File: src/rtl/bit_deserializer.sv
// -----------------------------------------------------------------------------
// bit_deserializer
//
// Purpose:
//   Serial-to-parallel front stage for the N-bit bit-order reverser. Collects a
//   1-bit serial stream into N-bit words and presents each finished word on a
//   valid/ready output. m_valid is wired straight to the reverser's enable.
//   A start-of-frame flag (s_sof) realigns the word boundary: any partial word
//   in progress is thrown away and counted in a saturating drop counter.
//   The shift register plus a one-word output register sustain 1 bit/cycle
//   with lossless backpressure.
//
// Configuration macro:
//   DESER_MSB_FIRST_EN  defined   -> first bit of a word lands in m_data[N-1]
//                       undefined -> first bit of a word lands in m_data[0]
//
// Parameters:
//   N       parallel word width (2..32)
//   DROP_W  width of the saturating dropped-partial-word counter
//
// Ports:
//   clk       rising-edge clock
//   rst       synchronous active-high reset
//   s_valid   serial bit valid
//   s_ready   stage can accept s_data this cycle (combinational)
//   s_data    serial data bit
//   s_sof     start of frame; this bit becomes bit 0 of a new word
//   m_valid   m_data holds a complete word
//   m_ready   downstream accepts the word
//   m_data    assembled word
//   drop_cnt  number of partial words discarded by s_sof (saturating)
// -----------------------------------------------------------------------------
module bit_deserializer #(
  parameter int N      = 4,
  parameter int DROP_W = 8
) (
  input  logic              clk,
  input  logic              rst,
  input  logic              s_valid,
  output logic              s_ready,
  input  logic              s_data,
  input  logic              s_sof,
  output logic              m_valid,
  input  logic              m_ready,
  output logic [N-1:0]      m_data,
  output logic [DROP_W-1:0] drop_cnt
);

  localparam int CW = $clog2(N);

  localparam logic [CW-1:0]     LAST_IDX = CW'(N - 1);
  localparam logic [CW-1:0]     ONE_IDX  = CW'(1);
  localparam logic [CW-1:0]     ZERO_IDX = '0;
  localparam logic [DROP_W-1:0] DROP_MAX = {DROP_W{1'b1}};

`ifdef DESER_MSB_FIRST_EN
  localparam logic [CW-1:0] FIRST_POS = LAST_IDX;
`else
  localparam logic [CW-1:0] FIRST_POS = ZERO_IDX;
`endif

  logic [N-1:0]      shift_q, shift_d;
  logic [CW-1:0]     cnt_q, cnt_d;
  logic [N-1:0]      m_data_q, m_data_d;
  logic              m_valid_q, m_valid_d;
  logic [DROP_W-1:0] drop_q, drop_d;

  logic          acc;
  logic          cnt_last;
  logic          load_word;
  logic [CW-1:0] cnt_pos;
  logic [CW-1:0] write_pos;

  // The completing bit is the only one that needs room in the output register;
  // partial bits are always taken. m_ready feeds s_ready combinationally so a
  // draining word and a newly completed word can swap on the same edge.
  assign cnt_last = (cnt_q == LAST_IDX);
  assign s_ready  = !cnt_last || !m_valid_q || m_ready;
  assign acc      = s_valid && s_ready;

  // A sof bit on the last slot is a realignment, not a completion.
  assign load_word = acc && cnt_last && !s_sof;

  // Map the in-word bit index to a physical shift register slot. A sof bit
  // always goes to the first slot of the word regardless of cnt.
  always_comb begin
`ifdef DESER_MSB_FIRST_EN
    cnt_pos = LAST_IDX - cnt_q;
`else
    cnt_pos = cnt_q;
`endif
    write_pos = s_sof ? FIRST_POS : cnt_pos;
  end

  // Next-state logic. Stale bits left in the shift register from a finished
  // or discarded word are harmless: every slot is rewritten before the next
  // word is loaded into the output register.
  always_comb begin
    shift_d   = shift_q;
    cnt_d     = cnt_q;
    m_data_d  = m_data_q;
    m_valid_d = m_valid_q;
    drop_d    = drop_q;

    if (acc) begin
      shift_d[write_pos] = s_data;
      if (s_sof) begin
        cnt_d = ONE_IDX;
        if ((cnt_q != ZERO_IDX) && (drop_q != DROP_MAX)) begin
          drop_d = drop_q + 1'b1;
        end
      end else if (cnt_last) begin
        cnt_d = ZERO_IDX;
      end else begin
        cnt_d = cnt_q + ONE_IDX;
      end
    end

    // A new load wins over a drain so a simultaneous transfer+load leaves
    // m_valid high with no bubble. load_word can only happen when the output
    // register is empty or draining, which keeps held data stable.
    if (load_word) begin
      m_data_d  = shift_d;
      m_valid_d = 1'b1;
    end else if (m_valid_q && m_ready) begin
      m_valid_d = 1'b0;
    end
  end

  // State registers with synchronous reset; a partial word in flight at reset
  // is discarded without being counted as a drop.
  always_ff @(posedge clk) begin
    if (rst) begin
      shift_q   <= '0;
      cnt_q     <= '0;
      m_data_q  <= '0;
      m_valid_q <= 1'b0;
      drop_q    <= '0;
    end else begin
      shift_q   <= shift_d;
      cnt_q     <= cnt_d;
      m_data_q  <= m_data_d;
      m_valid_q <= m_valid_d;
      drop_q    <= drop_d;
    end
  end

  assign m_valid  = m_valid_q;
  assign m_data   = m_data_q;
  assign drop_cnt = drop_q;

endmodule

File: config.mk
export PLATFORM = sky130hd
export DESIGN_NAME = bit_deserializer
export DESIGN_NICKNAME = d
export VERILOG_FILES = /design/src/rtl/bit_deserializer.sv
export SDC_FILE = /design/constraint.sdc
export NUM_CORES = 1
export LEC_CHECK = 0
export CAP_MARGIN = 10
export CORE_MARGIN = 2
export CORE_UTILIZATION = 48
export DETAILED_ROUTE_END_ITERATION = 10
export PLACE_DENSITY = 0.76
export SYNTH_ARGS = -nofsm -noshare
export SYNTH_HDL_FRONTEND = slang
export SYNTH_SLANG_ARGS = --single-unit
File: constraint.sdc
create_clock -name clk -period 2.4 [get_ports clk]
set_clock_uncertainty 0.15 [all_clocks]
set_input_delay 0.48 -clock clk [delete_from_list [all_inputs] [get_ports clk]]
set_output_delay 0.48 -clock clk [all_outputs]
set_load 0.02 [all_outputs]
==> out/qor.txt, run 1 <==
Synthesized Nets: 111
Tot GR Track Use: 18.4%
CTS tree: done
Max Root-Sink Buffers: 2
Vias per inst: 5.50
Unique cell type count in the Yosys netlist: 31
Tightest Pin Transition: 0.462 ns
Wire per inst: 11.9 um
RR Startpoint: cnt_pos[0]
Detailed Route WL: 1790 um
Lkg Pwr: 0.444 nW
Initial antenna violation count: 0
Seq/Total Area, Yosys: 41.5%
Largest net degree at the start of global routing: 15
Initial drt markers: 13
Mapped cell area: 917 um^2
Inst Count DP: 147
Design Area, Final: 1190 um^2
Max-cap violations: 0
Post-cts resize count: 0
Crit. End Element: primary output
First-pass GRT wire length: 2990 um
Crit-path max FO: 3
Crit Path Category: in2out
Synth Area per Inst: 8.99 um^2
# setup viols final: 0
TritonCTS buffer count: 3
Die ar.: 2280 um^2
Outcome: complete, no violations
Starting Density: 52.0%
Num ports: 20
Crit path time final: 2.32 ns
# diodes: 0
DP Wirelength: 1360 um
Worst-skew pair later-pin latency: 0.29 ns
Final Hold Fails: 0
RSZ-0062 raised after global routing: no
Max_slew headroom: 69.2%
CP Launch Type: input pin
H-Tree Level Count: 1
# rows: 15
DRC viols: 0
Setup crit start: m_ready
Vias in the first global route: 694
Grt total ovfl: 0
Clock slew at reported path FFs: 0.11 ns
Hold wc startpoint: m_data[3]
Tcrit/Tclk final: 96.5%
Postcts setup bufs: 0
Min-Delay Path Class: reg2reg
Sequential cell area: 380 um^2
Final antenna-violating net count: 0
Synth Register Bits: 19
Buffers on Ports: 19
Max VDD drop: 0.373 mV
Final Power: 0.541 mW
Setup Total Neg Slack: 0 ns
Syn-to-layout area delta: 29.5%
Cell Area, Placed: 1160 um^2
Pwr/cell area: 455 nW/um^2
Max-slew violation count: 0
Yosys warning count: 0
Share of cells above drive strength 1: 11.1%
Fin cells: 151
Critical Path RT: 1.77 ns
Die width: 47.7 um
Peak Freq: 0.432 GHz
Footprint of the multi-input gates: 494 um^2
Cts hold-fix bufs: 0
Area of the core: 1760 um^2
Nets: 136
Clock tree root driver cell: clkbuf_4
FILL cells: 164
Routed vias: 831
CP arrival: 1.69 ns
Gp weighted congestion: 0.827
Drt first pass iters: 4
Clock sink count: 19
DIE HEIGHT: 47.7 um
Cell count after synthesis: 102
==> layer usage <==
| metal | GRT usage [%] | up-vias | share of wire [%] |
|---|---|---|---|
| met5 | 0 | - | 0 |
| met4 | 4.86 | 0 | 0.78 |
| met3 | 4.53 | 2 | 4.6 |
| met2 | 29.6 | 16 | 48 |
| met1 | 24.7 | 384 | 46 |
| li1 | - | 429 | - |
==> stage by stage <==
step / utilization, % / hold WS [ns] / setup slack (ns)
4_1_cts: 67.3 / 0.354 / 0.0758
2_1_floorplan: - / 0.307 / 0.430
3_5_place_dp: 65.7 / 0.338 / 0.0299
3_3_place_gp: 65.7 / 0.320 / 0.0694
5_1_grt: 67.3 / 0.382 / 0.0254
6_report: 67.3 / 0.354 / 0.0830
==> kinds of logic (layout without fill, tap and decap cells) <==
logic type | count (synthesis) | count (layout) | synth area share (%)
buffers and inverters | 10 | 34 | 4.64
muxes | 6 | 6 | 6.82
DFF | 19 | 19 | 41.5
adders and majority gates | 3 | 3 | 4.09
AOI/OAI and AO/OA | 23 | 23 | 16.0
and+or+nand+nor | 41 | 41 | 27.0
==> flip-flops by register name, summed over array words and instances, names as in the netlist <==
name and flops:
m_data 4, cnt_pos 2, shift_q 4, drop_cnt 8, m_valid 1
==> path summary, 6_finish.rpt <==
path | cells after the start | to | slack (ns)
setup / recovery | 3 | s_ready | 0.08
hold / removal | 2 | m_data[3] | 0.35
hold reg to reg | 2 | m_data[3] | 0.35
setup reg to reg | 6 | drop_cnt[7] | 0.25
==> cells in the final DEF (no fill, tap or decap), types with 4 or more instances in the layout <==
cell / synthesis / layout
or4_1: 4 / 4
nand4_1: 4 / 4
mux2i_1: 4 / 4
a211oi_1: 4 / 4
inv_1: 5 / 5
nand2_1: 5 / 5
buf_4: 1 / 6
dfxtp_1: 19 / 19
nor2_1: 13 / 13
clkdlybuf4s50_1: 0 / 19
o31ai_1: 4 / 4
a21oi_1: 9 / 9
==> Yosys cell counts <==
| cell | n | share of area, % |
|---|---|---|
| or3_1 | 2 | 1.4 |
| o211ai_1 | 1 | 0.82 |
| mux2_2 | 1 | 1.2 |
| nand2_1 | 5 | 2.0 |
| nor2_1 | 13 | 5.3 |
| a311oi_1 | 1 | 0.96 |
| and4_1 | 1 | 0.96 |
| mux2i_1 | 4 | 4.4 |
| mux2_1 | 1 | 1.2 |
| buf_1 | 1 | 0.41 |
| a41o_1 | 1 | 1.1 |
| o21ai_0 | 3 | 1.6 |
| and4b_1 | 1 | 1.1 |
| nand4b_1 | 1 | 0.96 |
| ha_1 | 3 | 4.1 |
| buf_2 | 1 | 0.55 |
| a211oi_1 | 4 | 3.3 |
| o31ai_1 | 4 | 3.3 |
| nor4_4 | 1 | 2.3 |
| clkbuf_1 | 2 | 0.82 |
| nor4_2 | 1 | 1.4 |
| nor2b_1 | 3 | 2.0 |
| nand3b_2 | 1 | 1.2 |
| nand4_1 | 4 | 2.7 |
| nand3_1 | 3 | 1.6 |
| buf_4 | 1 | 0.82 |
| or4_1 | 4 | 3.3 |
| a21oi_1 | 9 | 4.9 |
| nand2b_1 | 1 | 0.68 |
| dfxtp_1 | 19 | 41 |
| inv_1 | 5 | 2.0 |
==> power by group <==
part	total, mW	switching (mW)	leakage, nW	internal [mW]
Sequential	0.327	0.00628	0.154	0.320
Clock	0.158	0.0964	0.0177	0.0619
Combinational	0.0561	0.0301	0.273	0.0259
==> critical path, cell delays in order <==
cell and delay [ns]:
clkdlybuf4s50_1 0.46, nand3b_2 0.14, clkdlybuf4s50_1 0.61
==> area by class of cell <==
type | count | area share, %
Multi-Input combinational cell | 73 | 41.6
Clock buffer | 3 | 1.90
Sequential cell | 19 | 32.0
Clock inverter | 1 | 0.421
Timing Repair Buffer | 25 | 19.8
Tap cell | 25 | 2.63
Inverter | 5 | 1.58
Power figures use the tool's default switching activity.
==> run 2, diff against run 1 <==
--- a/config.mk
+++ b/config.mk
@@ -10,6 +10,7 @@
 export CORE_UTILIZATION = 48
 export DETAILED_ROUTE_END_ITERATION = 10
 export PLACE_DENSITY = 0.76
+export RECOVER_POWER = 100
 export SYNTH_ARGS = -nofsm -noshare
 export SYNTH_HDL_FRONTEND = slang
 export SYNTH_SLANG_ARGS = --single-unit
==> run 2 against run 1 <==
  * Register-to-register slack got worse by 0.02 ns
  * Global-route usage unchanged
  * Sequential power about the same
  * Critical path type unchanged
  * Largest power group unchanged
==> out/qor.txt, run 2 (synthesis gave the netlist of run 1 again) <==
Min Hold Slack: 0.350 ns (was 0.354 ns)
Starting Density: 52.0% (unchanged)
CP Capture Point: s_ready (unchanged)
# setup viols final: 0 (unchanged)
Net Sw Frac: 24.6% (about the same)
DRC viols: 0 (unchanged)
Crit path time final: 2.31 ns (was 2.32 ns)
Syn-to-layout area delta: 26.7% (was 29.5%)
Initial antenna violation count: 0 (unchanged)
Inst Count DP: 147 (unchanged)
Tcrit/Tclk final: 96.4% (was 96.5%)
Detailed Route WL: 1800 um (was 1790 um)
H-Tree Level Count: 1 (unchanged)
Clock sink count: 19 (unchanged)
Crit. End Element: primary output (unchanged)
Vias per inst: 5.53 (was 5.50)
DIE HEIGHT: 47.7 um (unchanged)
Initial drt markers: 13 (unchanged)
Cts hold-fix bufs: 0 (unchanged)
First-pass GRT wire length: 2990 um (unchanged)
Setup Total Neg Slack: 0 ns (unchanged)
Final antenna-violating net count: 0 (unchanged)
Tightest Pin Transition: 0.438 ns (was 0.462 ns)
CTS tree: done (unchanged)
Drt first pass iters: 4 (unchanged)
RSZ-0062 raised after global routing: no (unchanged)
Setup crit start: m_ready (unchanged)
Worst Slack Setup Final: 0.0862 ns (was 0.0830 ns)
Final Hold Fails: 0 (unchanged)
Pre-CTS WS: 0.0299 ns (unchanged)
Max VDD drop: 0.377 mV (was 0.373 mV)
Share of cells above drive strength 1: 8.73% (was 11.1%)
Number of flip-flops in the largest register: 8 (unchanged)
Most frequent cells in the layout: dfxtp_1, nor2_1, dlygate4sd3_1 (was dfxtp_1, clkdlybuf4s50_1, nor2_1)
# rows: 15 (unchanged)
TritonCTS buffer count: 3 (unchanged)
Sequential power share: 60.4% (about the same)
Psw: 0.133 mW (about the same)
Core Util, Final: 65.9% (was 67.3%)
Pwr/cell area: 465 nW/um^2 (was 455 nW/um^2)
Nets: 136 (unchanged)
Critical R2R Capture: drop_cnt[5] (was drop_cnt[7])
Num ports: 20 (unchanged)
Buffers on Ports: 19 (unchanged)
Lkg Pwr: 0.480 nW (was 0.444 nW)
Wire per inst: 11.9 um (about the same)
Vias in the first global route: 694 (unchanged)
Min-Delay Path Class: reg2reg (unchanged)
Max-slew violation count: 0 (unchanged)
Reg2reg path depth: 6 (unchanged)
Clock slew at reported path FFs: 0.10 ns (was 0.11 ns)
Critical Path RT: 1.77 ns (about the same)
Grt total ovfl: 0 (unchanged)
Routed vias: 835 (was 831)
Area of the core: 1760 um^2 (unchanged)
Setup slack, reg-to-reg: 0.23 ns (was 0.25 ns)
Fin cells: 151 (unchanged)
Int Pwr: 0.407 mW (was 0.408 mW)
Die width: 47.7 um (unchanged)
Clock share of power: 29.6% (was 29.3%)
Post-cts resize count: 0 (unchanged)
Crit-path max FO: 3 (unchanged)
Max-cap violations: 0 (unchanged)
Tot GR Track Use: 18.4% (unchanged)
Die ar.: 2280 um^2 (unchanged)
Peak Freq: 0.432 GHz (about the same)
# diodes: 0 (unchanged)
Comb power frac: 10.0% (was 10.4%)
Largest net degree at the start of global routing: 15 (unchanged)
Clock tree root driver cell: clkbuf_4 (unchanged)
RR Startpoint: cnt_pos[0] (unchanged)
Commonest non-fill, non-tap cell in the layout: dfxtp_1
DP Wirelength: 1360 um (unchanged)
Postcts setup bufs: 0 (unchanged)
Max_slew headroom: 70.7% (was 69.2%)
CP Launch Type: input pin (unchanged)
CP arrival: 1.68 ns (was 1.69 ns)
Max Root-Sink Buffers: 2 (unchanged)
Outcome: complete, no violations (unchanged)
FILL cells: 166 (was 164)
Worst-skew pair later-pin latency: 0.29 ns (about the same)
Crit Path Category: in2out (unchanged)
Gp weighted congestion: 0.827 (unchanged)
run 2: changes by cell type in the layout (fill, tap and decap cells not counted), sizes merged:
| cell | previous run | this run |
|---|---|---|
| clkbuf | 3 | 5 |
| buf | 6 | 4 |
| dlygate4sd3 | 0 | 13 |
| clkdlybuf4s50 | 19 | 6 |
run 2: worst min-delay path by stage:
stage | start | to | slack (ns) | cells past startpoint
global placement | shift_q[0] | shift_q[0] | 0.32 | 2
floorplan | shift_q[0] | shift_q[0] | 0.31 | 2
finish | drop_cnt[7] | drop_cnt[7] | 0.35 | 2
global route | m_data[1] | m_data[1] | 0.38 | 2
detailed placement | drop_cnt[7] | drop_cnt[7] | 0.34 | 2
CTS | drop_cnt[7] | drop_cnt[7] | 0.35 | 2
run 2: worst max-delay path, stage by stage:
cell and delay, ns:
clkdlybuf4s50_1 0.46, nand3b_2 0.13, clkdlybuf4s50_1 0.61
run 2: final cells by class:
cell class | instances | area (um^2) | share of cell area (%)
inverter | 5 | 18.8 | 1.61
clock inverter | 1 | 5.00 | 0.431
sequential | 19 | 380 | 32.7
clock buffer | 3 | 22.5 | 1.94
timing repair buffer | 25 | 231 | 19.9
multi-input combinational | 73 | 473 | 40.7
tap | 25 | 31.3 | 2.69
run 2: power by group through the flow:
stage / clock [mW] / combinational (mW) / sequential [mW]
after floorplan: 0 / 0.0311 / 0.334
after global placement: 0 / 0.0552 / 0.333
after detailed placement: 0 / 0.0564 / 0.334
after CTS: 0.165 / 0.0566 / 0.327
after global routing: 0.173 / 0.0611 / 0.328
final: 0.160 / 0.0539 / 0.326
run 2: metal layers:
layer,track usage (%),wire length (um),vias up
li1,-,-,430
met1,24.7,844,387
met2,29.6,866,16
met3,4.53,69,2
met4,4.86,14,0
met5,0,0,-
run 2: metrics by stage:
step                power, mW  area [um^2]
floorplan               0.365          917
global placement        0.389         1160
detailed placement      0.390         1160
CTS                     0.549         1190
global route            0.562         1160
finish                  0.540         1160
